<file path="src/rtl/wb_pkg.sv">
// Shared types for the functional-unit writeback collector.
//
// wb_pkt_t carries one FU result: ROB uid, 16-bit value and 18-bit destination
// location. The ROB uid width comes from the ROB_QUEUE_BITS macro. If the
// surrounding core has not defined it, a default is supplied here.
`ifndef ROB_QUEUE_BITS
`define ROB_QUEUE_BITS 6
`endif

package wb_pkg;

    localparam int WB_UID_W = `ROB_QUEUE_BITS;
    localparam int WB_VAL_W = 16;
    localparam int WB_LOC_W = 18;

    typedef struct packed {
        logic [`ROB_QUEUE_BITS-1:0] uid;
        logic [15:0]                val;
        logic [17:0]                loc;
    } wb_pkt_t;

endpackage

</file>
<file path="src/rtl/wb_fifo.sv">
// wb_fifo: one DEPTH-entry result buffer for a single functional unit.
//
// Ports:
//   clk, rst  : clock and synchronous active-high reset (empties the buffer)
//   push      : write wr_pkt at the tail (ignored when full)
//   pop       : advance the head (ignored when empty)
//   wr_pkt    : packet to write
//   head      : oldest entry, combinational from registered state
//   count     : number of valid entries, 0..DEPTH
//
// DEPTH must be a power of two so the read and write pointers wrap naturally.
module wb_fifo
    import wb_pkg::*;
#(
    parameter int DEPTH = 2
) (
    input  logic                     clk,
    input  logic                     rst,
    input  logic                     push,
    input  logic                     pop,
    input  wb_pkt_t                  wr_pkt,
    output wb_pkt_t                  head,
    output logic [$clog2(DEPTH):0]   count
);

    localparam int AW = $clog2(DEPTH);
    localparam logic [AW:0] FULL_CNT = (AW+1)'(DEPTH);

    wb_pkt_t       mem [DEPTH];
    logic [AW-1:0] wr_ptr_reg;
    logic [AW-1:0] rd_ptr_reg;
    logic [AW:0]   count_reg;
    logic          do_push;
    logic          do_pop;

    assign do_push = push && (count_reg != FULL_CNT);
    assign do_pop  = pop && (count_reg != '0);

    // Storage carries no reset; only the pointers and count define validity.
    always_ff @(posedge clk) begin
        if (do_push) begin
            mem[wr_ptr_reg] <= wr_pkt;
        end
    end

    always_ff @(posedge clk) begin
        if (rst) begin
            wr_ptr_reg <= '0;
            rd_ptr_reg <= '0;
            count_reg  <= '0;
        end else begin
            if (do_push) begin
                wr_ptr_reg <= wr_ptr_reg + 1'b1;
            end
            if (do_pop) begin
                rd_ptr_reg <= rd_ptr_reg + 1'b1;
            end
            case ({do_push, do_pop})
                2'b10:   count_reg <= count_reg + 1'b1;
                2'b01:   count_reg <= count_reg - 1'b1;
                default: count_reg <= count_reg;
            endcase
        end
    end

    assign head  = mem[rd_ptr_reg];
    assign count = count_reg;

endmodule

</file>
<file path="src/rtl/fu_wb_collector.sv">
// fu_wb_collector: gathers results from NUM_FU functional units into
// per-unit DEPTH-entry buffers and round-robin arbitrates them onto a single
// common data bus (CDB), one result per cycle.
//
// Ports:
//   clk, rst      : clock and synchronous active-high reset
//   fu_valid[i]   : FU i presents a result (has_outgoing)
//   fu_uid/val/loc: per-FU packed result fields, FU i in slice i
//   fu_ready[i]   : buffer i can accept (registered count only, 0 in reset)
//   cdb_valid     : a result is on the CDB
//   cdb_uid/val/loc: CDB result fields (zero whenever cdb_valid is low)
//   cdb_grant     : source FU of the CDB result; holds last value when idle
//   cdb_ready     : consumer accepts the CDB result this cycle
//
// Optional build macro WB_BYPASS_EN: when every buffer is empty and no grant
// is held, a valid FU result goes straight to the CDB in the same cycle. If it
// is accepted, it is never written to its buffer.
module fu_wb_collector
    import wb_pkg::*;
#(
    parameter int NUM_FU = 4,
    parameter int DEPTH  = 2
) (
    input  logic                        clk,
    input  logic                        rst,
    input  logic [NUM_FU-1:0]           fu_valid,
    input  logic [NUM_FU*WB_UID_W-1:0]  fu_uid,
    input  logic [NUM_FU*WB_VAL_W-1:0]  fu_val,
    input  logic [NUM_FU*WB_LOC_W-1:0]  fu_loc,
    output logic [NUM_FU-1:0]           fu_ready,
    output logic                        cdb_valid,
    output logic [WB_UID_W-1:0]         cdb_uid,
    output logic [WB_VAL_W-1:0]         cdb_val,
    output logic [WB_LOC_W-1:0]         cdb_loc,
    output logic [$clog2(NUM_FU)-1:0]   cdb_grant,
    input  logic                        cdb_ready
);

    localparam int GW = $clog2(NUM_FU);
    localparam int CW = $clog2(DEPTH) + 1;
    localparam logic [CW-1:0] FULL_CNT = CW'(DEPTH);
    localparam logic [GW-1:0] LAST_FU  = GW'(NUM_FU - 1);

    // First set bit of req scanning upward from ptr, modulo NUM_FU.
    // Returns {found, index}.
    function automatic logic [GW:0] rr_pick(input logic [NUM_FU-1:0] req,
                                            input logic [GW-1:0]     ptr);
        logic [GW-1:0] idx;
        logic [GW:0]   res;
        res = '0;
        idx = ptr;
        for (int k = 0; k < NUM_FU; k++) begin
            if (!res[GW] && req[idx]) begin
                res = {1'b1, idx};
            end
            idx = (idx == LAST_FU) ? '0 : idx + 1'b1;
        end
        return res;
    endfunction

    wb_pkt_t           in_pkt   [NUM_FU];
    wb_pkt_t           head_pkt [NUM_FU];
    logic [CW-1:0]     count    [NUM_FU];
    logic [NUM_FU-1:0] nonempty;
    logic [NUM_FU-1:0] push;
    logic [NUM_FU-1:0] pop;

    logic [GW-1:0]     rr_ptr_reg;
    logic [GW-1:0]     grant_reg;
    logic              lock_reg;      // previous cycle stalled: grant is frozen
    logic [GW:0]       scan_pick;
    logic              bypass;
    logic [GW-1:0]     byp_idx;
    logic              bypass_take;
    logic              cdb_take;
    wb_pkt_t           sel_pkt;

    generate
        for (genvar gi = 0; gi < NUM_FU; gi++) begin : g_fu
            assign in_pkt[gi] = {fu_uid[gi*WB_UID_W +: WB_UID_W],
                                 fu_val[gi*WB_VAL_W +: WB_VAL_W],
                                 fu_loc[gi*WB_LOC_W +: WB_LOC_W]};

            assign nonempty[gi] = (count[gi] != '0);
            assign fu_ready[gi] = !rst && (count[gi] != FULL_CNT);

            // A bypassed packet that the CDB accepts never enters its buffer.
            assign push[gi] = fu_valid[gi] && fu_ready[gi] &&
                              !(bypass_take && (byp_idx == GW'(gi)));
            assign pop[gi]  = cdb_take && !bypass && (cdb_grant == GW'(gi));

            wb_fifo #(
                .DEPTH (DEPTH)
            ) u_fifo (
                .clk    (clk),
                .rst    (rst),
                .push   (push[gi]),
                .pop    (pop[gi]),
                .wr_pkt (in_pkt[gi]),
                .head   (head_pkt[gi]),
                .count  (count[gi])
            );
        end
    endgenerate

    assign scan_pick = rr_pick(nonempty, rr_ptr_reg);

`ifdef WB_BYPASS_EN
    logic [GW:0] byp_pick;
    assign byp_pick = rr_pick(fu_valid, rr_ptr_reg);
    // lock_reg implies a non-empty buffer, so the empty test alone excludes it;
    // it is kept explicit for clarity.
    assign bypass   = !rst && !lock_reg && (nonempty == '0) && byp_pick[GW];
    assign byp_idx  = byp_pick[GW-1:0];
`else
    assign bypass   = 1'b0;
    assign byp_idx  = '0;
`endif

    assign bypass_take = bypass && cdb_ready;

    always_comb begin
        cdb_valid = 1'b0;
        cdb_grant = grant_reg;
        sel_pkt   = head_pkt[grant_reg];
        if (rst) begin
            cdb_grant = '0;
        end else if (lock_reg) begin
            // Stalled last cycle: keep the same source so a newly filled
            // buffer closer to the pointer cannot preempt it.
            cdb_valid = 1'b1;
        end else if (bypass) begin
            cdb_valid = 1'b1;
            cdb_grant = byp_idx;
            sel_pkt   = in_pkt[byp_idx];
        end else if (scan_pick[GW]) begin
            cdb_valid = 1'b1;
            cdb_grant = scan_pick[GW-1:0];
            sel_pkt   = head_pkt[scan_pick[GW-1:0]];
        end
        cdb_uid = cdb_valid ? sel_pkt.uid : '0;
        cdb_val = cdb_valid ? sel_pkt.val : '0;
        cdb_loc = cdb_valid ? sel_pkt.loc : '0;
    end

    assign cdb_take = cdb_valid && cdb_ready;

    always_ff @(posedge clk) begin
        if (rst) begin
            rr_ptr_reg <= '0;
            grant_reg  <= '0;
            lock_reg   <= 1'b0;
        end else begin
            grant_reg <= cdb_grant;
            lock_reg  <= cdb_valid && !cdb_ready;
            if (cdb_take) begin
                rr_ptr_reg <= (cdb_grant == LAST_FU) ? '0 : cdb_grant + 1'b1;
            end
        end
    end

endmodule

</file>
<file path="config.mk">
export PLATFORM = sky130hd
export DESIGN_NAME = fu_wb_collector
export DESIGN_NICKNAME = d
export VERILOG_FILES = /design/src/rtl/wb_pkg.sv /design/src/rtl/wb_fifo.sv /design/src/rtl/fu_wb_collector.sv
export SDC_FILE = /design/constraint.sdc
export NUM_CORES = 1
export LEC_CHECK = 0
export CORE_MARGIN = 10
export CORE_UTILIZATION = 43
export DETAILED_ROUTE_END_ITERATION = 8
export MAX_ROUTING_LAYER = met4
export PLACE_DENSITY = 0.73
export SLEW_MARGIN = 10
export SYNTH_ARGS = -nofsm -noshare
export SYNTH_HDL_FRONTEND = slang
export SYNTH_SLANG_ARGS = --single-unit
export TNS_END_PERCENT = 100
</file>
<file path="constraint.sdc">
create_clock -name clk -period 10.2 [get_ports clk]
set_input_delay 2.04 -clock clk [delete_from_list [all_inputs] [get_ports clk]]
set_output_delay 2.04 -clock clk [all_outputs]
set_load 0.01 [all_outputs]
</file>
# Word level (Yosys, flattened, before mapping)
# Memory sizes are Yosys's and may differ from the RTL's. A register that Yosys moved wholly into a read port is not among the register bits.
# Index checks and enable logic that the tools add are counted.
[op_classes]
add_sub_neg = 20
multipliers = 0
n_div = 0
magnitude_cmp = 6
n_eq_ne = 18
n_shift = 0
n_mux = 54
bitwise_logic = 2
reduce_logical = 39
[ops]
columns = ["op", "count"]
rows = [
  ["two-way mux 40 bit", 7],
  ["binary-select mux 40 bit (select 2 bit)", 2],
  ["logical AND 1 bit", 25],
  ["two-way mux 1 bit", 23],
  ["== test 2 bit (second input constant)", 9],
  ["two-way mux 18 bit", 1],
  ["adder 2 x 1 -> 2 bit (second input constant)", 8],
  ["two-way mux 16 bit", 1],
  ["one-hot mux 2 bit (2 select lines)", 4],
  ["nonzero test 2 bit", 8],
  ["two-way mux 2 bit", 7],
  ["< comparator 2 x 3 -> 1 bit (second input constant)", 4],
  ["two-way mux 3 bit", 4],
  ["== test 2 x 1 -> 1 bit (second input constant)", 5],
  ["adder 1 bit (second input constant)", 8],
  ["binary-select mux 1 bit (select 2 bit)", 4],
  ["inequality test 2 bit (second input constant)", 4],
  ["subtractor 2 x 1 -> 2 bit (second input constant)", 4],
  [">= comparator 3 bit (second input constant)", 2],
  ["two-way mux 6 bit", 1],
  ["inverter 2 -> 3 bit", 2],
  ["zero test 1 bit", 5],
  ["zero test 2 bit", 1],
]
[word_totals]
register_bits = 21
latchBits = 0
ramBits = 320
rom_bits = 0
inputBits = 167
elab_cells = 158
mem_count = 4
[memory_table]
columns = ["memory", "depth", "width", "read_ports", "rd_clocked_by_memory_dff", "write_ports", "line", "source"]
rows = [
  ["g_fu[0].u_fifo.mem", 2, 40, 1, 1, 1, "wb_fifo.sv:29", "wb_pkt_t mem [DEPTH];"],
  ["g_fu[1].u_fifo.mem", 2, 40, 1, 1, 1, "wb_fifo.sv:29", ""],
  ["g_fu[2].u_fifo.mem", 2, 40, 1, 1, 1, "wb_fifo.sv:29", ""],
  ["g_fu[3].u_fifo.mem", 2, 40, 1, 1, 1, "wb_fifo.sv:29", ""],
]

# Logic depth before layout (Yosys ltp)
[logic_depth]
word_depth = 21
ltp_mapped = 17

# Cells and area by module
# Synthesis repeated with hierarchy kept, for this count alone.
[unflattened]
hier_cells = 1112
area_unflattened_um2 = 16338.2
[by_module_without_submodules]
columns = ["mod", "n_inst", "cells_per_inst", "area_each_um2", "seq_area_each_um2"]
rows = [
  ["wb_fifo", 4, 148, 3085.5, 2502.4],
  ["fu_wb_collector", 1, 520, 3996.3, 100.1],
]

# Worst setup path before layout
# Ideal clock, no wire load.
[synth_path]
path_type = "in2out"
start = "input port rst"
end = "output port cdb_grant[0]"
arrival_time_ps = 2994
required_ps = 8160
path_slack_ps = 5166
path_stages = 4
path_buffers = 3
path_cell_list = "clkbuf_1 clkbuf_1 clkbuf_1 nor2_1"
[synth_via]
elab_chain_len = 1
[synth_lines]
columns = ["element", "line", "source"]
rows = [
  ["start, declared", "fu_wb_collector.sv:25", "input logic rst,"],
  ["two-way mux 2 bit", "fu_wb_collector.sv:126", "if (rst) begin"],
  ["end, declared", "fu_wb_collector.sv:35", "output logic [$clog2(NUM_FU)-1:0] cdb_grant,"],
]
# Every way passes these cells.

# Worst setup path after layout
[layout_path]
start = "register rr_ptr_reg[0]"
end = "output port cdb_loc[13]"
[layout_via]
elab_chain_len = 20
[layout_lines]
columns = ["element", "line", "source"]
rows = [
  ["start, declared", "fu_wb_collector.sv:68", "logic [GW-1:0] rr_ptr_reg;"],
  ["start signal, assigned", "fu_wb_collector.sv:157", "rr_ptr_reg <= (cdb_grant == LAST_FU) ? '0 : cdb_grant + 1'b1;"],
  ["parallel branches: the longest is 11 deep, another holds adder 2 x 1 -> 2 bit", "n/a", ""],
  ["two-way mux 3 bit (*)", "fu_wb_collector.sv:53", "if (!res[GW] && req[idx]) begin"],
  ["inverter 2 -> 3 bit (not written as such)", "fu_wb_collector.sv:139", "sel_pkt = head_pkt[scan_pick[GW-1:0]];"],
  ["binary-select mux 40 bit (select 2 bit)", "fu_wb_collector.sv:139", ""],
  ["two-way mux 40 bit (not written as such) (2 in a row)", "fu_wb_collector.sv:139", ""],
  ["two-way mux 40 bit", "fu_wb_collector.sv:136", "end else if (scan_pick[GW]) begin"],
  ["two-way mux 40 bit", "fu_wb_collector.sv:128", "end else if (lock_reg) begin"],
  ["two-way mux 40 bit", "fu_wb_collector.sv:126", ""],
  ["two-way mux 18 bit (*)", "fu_wb_collector.sv:143", "cdb_loc = cdb_valid ? sel_pkt.loc : '0;"],
  ["end, declared", "fu_wb_collector.sv:34", "output logic [WB_LOC_W-1:0] cdb_loc,"],
]
# Mark *: on every way between the ends. The select of a mux whose other input is x is not followed.

==> implementation parameters <==
Parameter                              Value

Synth
  Leading post-synthesis cells by cell area    edfxtp_1 (61%), mux2_2 (9.6%), mux4_2 (3.8%)
  Number of warning messages in the yosys log    0
  Fraction of post-synthesis cell area in the top cell type by area    60.6%
  Sequential-to-total area share from yosys stat    63.7%
  Most frequent cell after synthesis    edfxtp_1
  Avg Synthesized Cell Area    14.8 um2
  Syn Std Cell Area    0.0159 mm2
  Number of flops mapped to enable cells by yosys    320
  Synthesized flop and latch total    345
  Post-synthesis cell type count    49
  Main synth FF type    edfxtp_1
  Post-synthesis async set-or-reset flop share    0%
  Post-synth top area cell    edfxtp_1
  Post-synthesis net count    1,250
  Post-synth top cells    edfxtp_1 (320), mux2_2 (135), o211ai_1 (80)
  Count of mapped cells out of synthesis    1,074

Run status
  Run status    finished, final reports clean

Timing
  Setup TNS    0 ns
  Final worst-path cycle share    69.6%
  Measured slew at the worst slew-check pin    1.22 ns
  Post-route worst hold slack    0.464 ns
  Pins over their slew limit    0
  Final-report hold violation count    0
  Unrepaired setup endpoints after global routing    false
  Max-slew headroom    18.7%
  Maximum frequency from static timing analysis    141 MHz
  Post-layout minimum cycle time    7.10 ns
  Worst Clk Skew    0.0134 ns
  Final number of setup-violating endpoints    0

Route
  Post-detailed-route DRC marker count    0
  First-pass detailed-route iteration total    6
  Routed wire length    45,300 um
  Routed length per instance    25.7 um
  Number of vias per cell    6.05
  Number of routed nets with antenna violations    0
  Starting DRC count in detailed routing    1,013
  Via Count    10,700

Clocking
  CTS tree    built
  Clock buffers created by TritonCTS    39
  Maximum root-to-sink buffer count    3
  Post-cts sizing count    0
  Clock-pin slew on the worst setup and hold paths    0.06 ns
  Clock latency on the worst-skew pair    0.54 ns
  Number of post-CTS setup repair buffers    0
  Total number of H-tree levels    2
  Number of hold buffers added after CTS    0
  Clock Sinks    345
  CTS root buffer    clkbuf_16

Setup path
  Arrival @ worst endpoint    5.06 ns
  Startpoint of the most critical register-to-register path    rr_ptr_reg[0]
  Slack of the worst reg-to-reg path    5.50 ns
  Path depth of the worst reg2reg path    15
  Worst Setup Path Type    flop to output pin
  Required time at the worst-slack endpoint    8.16 ns
  Critical register-to-register path endpoint    g_fu[3].u_fifo.count[1]
  Setup crit start kind    flop
  Capturing element type of the critical path    output pin
  Top fanout value on the critical path    82

Cells and area
  Fin nets    1,436
  Area added between synthesis and finish    24.3%
  Max FFs per register    320
  Layout cells sized above 1    21.8%

Pwr
  Sequential share of power    30.9%
  Clock power frac    26.4%
  Cell internal power dissipation    3.43 mW
  Combinational cell fraction of total power    42.7%
  Total power    5.41 mW
  Sw Share    36.5%
  P per Cell Area    274 mW/mm2
  Net switching power    1.98 mW
  Maximum vdd drop    0.241 mV
  Leak pwr    6.31 nW

Worst hold path
  Worst hold path cell count    1
  Worst hold path class    flop to flop
  Hold path start    g_fu[3].u_fifo.rd_ptr_reg

Run
  # Max-Cap Violations    0

Floorplanning
  Die area    0.0450 mm2
  Starting utilization of the core area    43.4%
  Std cell rows    70
  Number of I/O pins    214
  Die width    212 um
  Die height    212 um
  Total core area    0.0365 mm2

Global routing
  Wire length of the first global-routing pass    67,000 um
  Number of antenna violations at the first check in global routing    2
  Via count of the first global-routing pass    11,100
  Final global-route overflow total    0
  GRT Overall Usage    20.3%
  Pin count of the biggest net entering global routing    83

Placement
  I/O Buffers    213
  Sum of net half-perimeters after detailed placement    27,600 um
  Final weighted congestion of routability-driven global placement    0.842
[cell type report]
type | instances | area (um2)
fillers | 2944 | 16800
flip-flops and latches | 345 | 10100
multi-input cells | 631 | 5380
repair buffers | 234 | 2310
clock buffers | 48 | 1010
well taps | 468 | 586
clock inverters | 23 | 282
inverters | 9 | 33.8
diodes | 3 | 7.51
[kinds of logic (layout without fill, tap and decap cells)]
kind of cell,count (synthesis),in the layout,synth area share (%)
other cells,0,3,0
simple gates,163,163,5.52
compound gates,242,242,10.5
flops,345,345,63.7
buf+inv,98,314,2.73
mux,205,205,16.1
fa+ha+maj,9,9,0.710
xor+xnor,12,12,0.662
[layer usage]
layer / vias to the layer above / share of wire, % / global-route usage (%)
li1: 4657 / - / -
met1: 5391 / 41 / 25.0
met2: 507 / 49 / 32.7
met3: 100 / 7.2 / 3.73
met4: 0 / 3.1 / 7.54
met5: - / 0 / -
[cell usage in the layout, fill, tap and decap left out, types with 20 or more instances in the layout]
cell type,count
edfxtp_1,320
clkdlybuf4s50_1,212
mux2_2,135
o211ai_1,80
or3_1,61
a21oi_1,58
o21ai_0,44
mux2i_1,43
clkbuf_16,39
a311oi_1,38
nor2_1,33
mux4_2,27
nand2_1,24
buf_4,21
dfxtp_1,20
[how the worst max path moves through the flow]
| stage | from | endpoint | slack (ns) |
|---|---|---|---|
| 2_1_floorplan | rst | cdb_grant[0] | 5.17 |
| 3_3_place_gp | rr_ptr_reg[0] | cdb_loc[13] | 3.85 |
| 3_5_place_dp | rr_ptr_reg[0] | cdb_loc[13] | 3.73 |
| 4_1_cts | rr_ptr_reg[0] | cdb_loc[13] | 3.17 |
| 5_1_grt | rr_ptr_reg[0] | cdb_loc[13] | 2.82 |
| 6_report | rr_ptr_reg[0] | cdb_loc[13] | 3.10 |
[through the flow]
stage	util (%)	cells	cell area, um2	setup slack [ns]
after CTS	53.9	1757	19700	3.17
after detailed placement	50.4	1686	18400	3.73
final	54.0	1761	19700	3.10
after global placement	50.4	1686	18400	3.85
after floorplan	-	1074	15900	5.17
after global routing	54.0	1760	19700	2.82
[worst max-delay path: stages (launching register included)]
cell,delay [ns]
dfxtp_1,0.37
ha_1,0.26
or2_1,0.32
nor4_4,0.29
a21oi_2,0.10
a31oi_4,0.17
buf_4,0.62
or2_1,0.89
o211ai_1,0.20
a311oi_1,0.51
clkdlybuf4s50_1,0.64
[power groups by stage]
stage	logic (mW)	clock network, mW	registers (mW)
2_1_floorplan	1.48	0	1.67
3_3_place_gp	2.15	0	1.70
3_5_place_dp	2.24	0	1.70
4_1_cts	2.25	1.45	1.67
5_1_grt	2.46	1.51	1.68
6_report	2.31	1.43	1.67
No activity file was read; power rests on OpenSTA's default activity.
==> edit (config.mk and constraints unchanged) <==
Build with the macro `WB_BYPASS_EN` defined.
--- a/src/rtl/fu_wb_collector.sv
+++ b/src/rtl/fu_wb_collector.sv
@@ -16,4 +16,6 @@
 // is held, a valid FU result goes straight to the CDB in the same cycle. If it
 // is accepted, it is never written to its buffer.
+`define WB_BYPASS_EN
+
 module fu_wb_collector
     import wb_pkg::*;
Formal check against the unedited RTL: not equivalent (Yosys sat finds a counterexample within 4 cycles, from zero or initial values and one cycle with rst high).
==> edit against the unedited design <==
Synthesized cell count up 17%. Wire length increased by 16%. Sequential cell count unchanged. Count of clock-buffer cells in the layout increased by 4. Design area grew 7.5%. Synthesized area up 9.4%. Total power is 3.1% lower. Largest power group unchanged. Worst setup slack worse by 1.4 ns.
==> edit: results (changes against the unedited design) <==
----------------------------------------------------
[Yosys]
  Synth Area per Inst ... 13.8 um^2 (was 14.8 um^2)
  Most instantiated cells after synthesis ... sky130_fd_sc_hd__edfxtp_1, sky130_fd_sc_hd__mux2i_1, sky130_fd_sc_hd__nand2_1 (was sky130_fd_sc_hd__edfxtp_1, sky130_fd_sc_hd__mux2_2, sky130_fd_sc_hd__o211ai_1)
  Synth Area in Compound Gates ... 0.0798 (was 0.105)
  Cell variety after synth ... 75 (was 49)
  Leading post-synthesis cells by cell area ... sky130_fd_sc_hd__edfxtp_1, sky130_fd_sc_hd__mux2i_1, sky130_fd_sc_hd__mux4_2 (was sky130_fd_sc_hd__edfxtp_1, sky130_fd_sc_hd__mux2_2, sky130_fd_sc_hd__mux4_2)

[Timing]
  Clock tree skew after final layout ... 0.0186 ns (was 0.0134 ns)
  Hold slack ... 0.504 ns (was 0.464 ns)
  Fmax ... 118 MHz (was 141 MHz)
  Normalized max-slew margin ... 0.188 (was 0.187)

[Routing]
  Vias ... 11900 (was 10700)
  Detailed-route wire length on metal 1 ... 21700 um (was 18500 um)
  Via/cell ratio ... 5.95 (was 6.05)
  TritonRoute pass-1 iters ... 7 (was 6)
  Met2 wirelength from detailed routing ... 25500 um (was 22100 um)

[Placed design]
  DP HPWL ... 33600 um (was 27600 um)
  Cells after DPL ... 1924 (was 1686)
  Worst setup slack before clock tree synthesis ... 1.77 ns (was 3.73 ns)

[Global routing]
  First-pass GRT wire length ... 77400 um (was 67000 um)
  Largest net degree at the start of global routing ... 42 (was 83)
  Initial antenna violation count ... 4 (was 2)

[Clock tree]
  Clock buffer count from CTS ... 38 (was 39)

[Power and ir drop]
  IR Drop Worst-Case VDD ... 0.211 mV (was 0.241 mV)
  Leakage component of the power ... 6.99 nW (was 6.31 nW)

[Critical path]
  Setup slack of the worst register-to-register path ... 4.70 ns (was 5.50 ns)
  Arrival time at the worst endpoint ... 6.46 ns (was 5.06 ns)
  Critical Path Fanout Max ... 25 (was 82)

[Finish]
  Proportion of layout cells with a drive suffix above 1 ... 0.136 (was 0.218)

[Run status]
  Result of the run ... finished clean (unchanged)

----------------------------------------------------
-- edit: cell count changes after synthesis, moves of 29 or more --
cell,delta
sky130_fd_sc_hd__mux2i_1,+217
sky130_fd_sc_hd__mux2_2,-118
sky130_fd_sc_hd__nand2_1,+101
sky130_fd_sc_hd__o211ai_1,-78
sky130_fd_sc_hd__or3_1,-56
sky130_fd_sc_hd__nor2_1,+44
sky130_fd_sc_hd__nand3_1,+43
sky130_fd_sc_hd__a21oi_1,-40
sky130_fd_sc_hd__a311oi_1,-37
sky130_fd_sc_hd__o21ai_0,-37
sky130_fd_sc_hd__o22ai_1,+29
-- edit: layer usage --
metal / track usage / vias to the layer above
li1: - / 5259
met1: 0.255 / 5926
met2: 0.342 / 556
met3: 0.0334 / 125
met4: 0.0861 / 0
met5: - / -
-- edit: final cells by class --
class,count,area (um^2),area share
Clock buffer,52,1080,0.0512
Multi-Input combinational cell,804,6840,0.323
Timing Repair Buffer,233,2280,0.108
Inverter,17,63.8,0.00301
Sequential cell,345,10100,0.478
Antenna cell,4,10.0,0.000472
Clock inverter,15,128,0.00602
Tap cell,525,657,0.0310
-- edit: final timing paths --
path                                           to                              startpoint  cells after the start
max                                   cdb_loc[16]                             fu_valid[3]                     10
min                                     flip-flop  g_fu[2].u_fifo.rd_ptr_reg$_SDFFE_PP0P_                      2
max reg2reg  g_fu[0].u_fifo.count[1]$_SDFFE_PP0P_              rr_ptr_reg[0]$_SDFFE_PP0P_                     13
min reg2reg                             flip-flop  g_fu[2].u_fifo.rd_ptr_reg$_SDFFE_PP0P_                      2
-- edit: where the power goes --
group / leakage [nW] / switching, mW / total, mW / internal [mW]
Sequential: 3.14 / 0.128 / 1.78 / 1.65
Combinational: 3.26 / 1.20 / 2.13 / 0.933
Clock: 0.584 / 0.541 / 1.33 / 0.793
Total: 6.99 / 1.86 / 5.24 / 3.38
-- edit: worst max-delay path: stages --
cell	delay, ns
sky130_fd_sc_hd__clkdlybuf4s50_1	0.56
sky130_fd_sc_hd__mux4_2	0.59
sky130_fd_sc_hd__and2_1	0.22
sky130_fd_sc_hd__a41oi_4	0.82
sky130_fd_sc_hd__buf_4	0.48
sky130_fd_sc_hd__nor2_1	0.07
sky130_fd_sc_hd__nor2_1	0.10
sky130_fd_sc_hd__o221ai_1	0.11
sky130_fd_sc_hd__a2111oi_1	0.74
sky130_fd_sc_hd__clkdlybuf4s50_1	0.69
-- edit: kinds of logic after synthesis --
family                     count (synthesis)
AOI/OAI and AO/OA                        154
xor gates and xnor gates                  14
adders and majority gates                  9
DFF                                      345
muxes                                    319
buffers and inverters                    106
and+or+nand+nor                          308
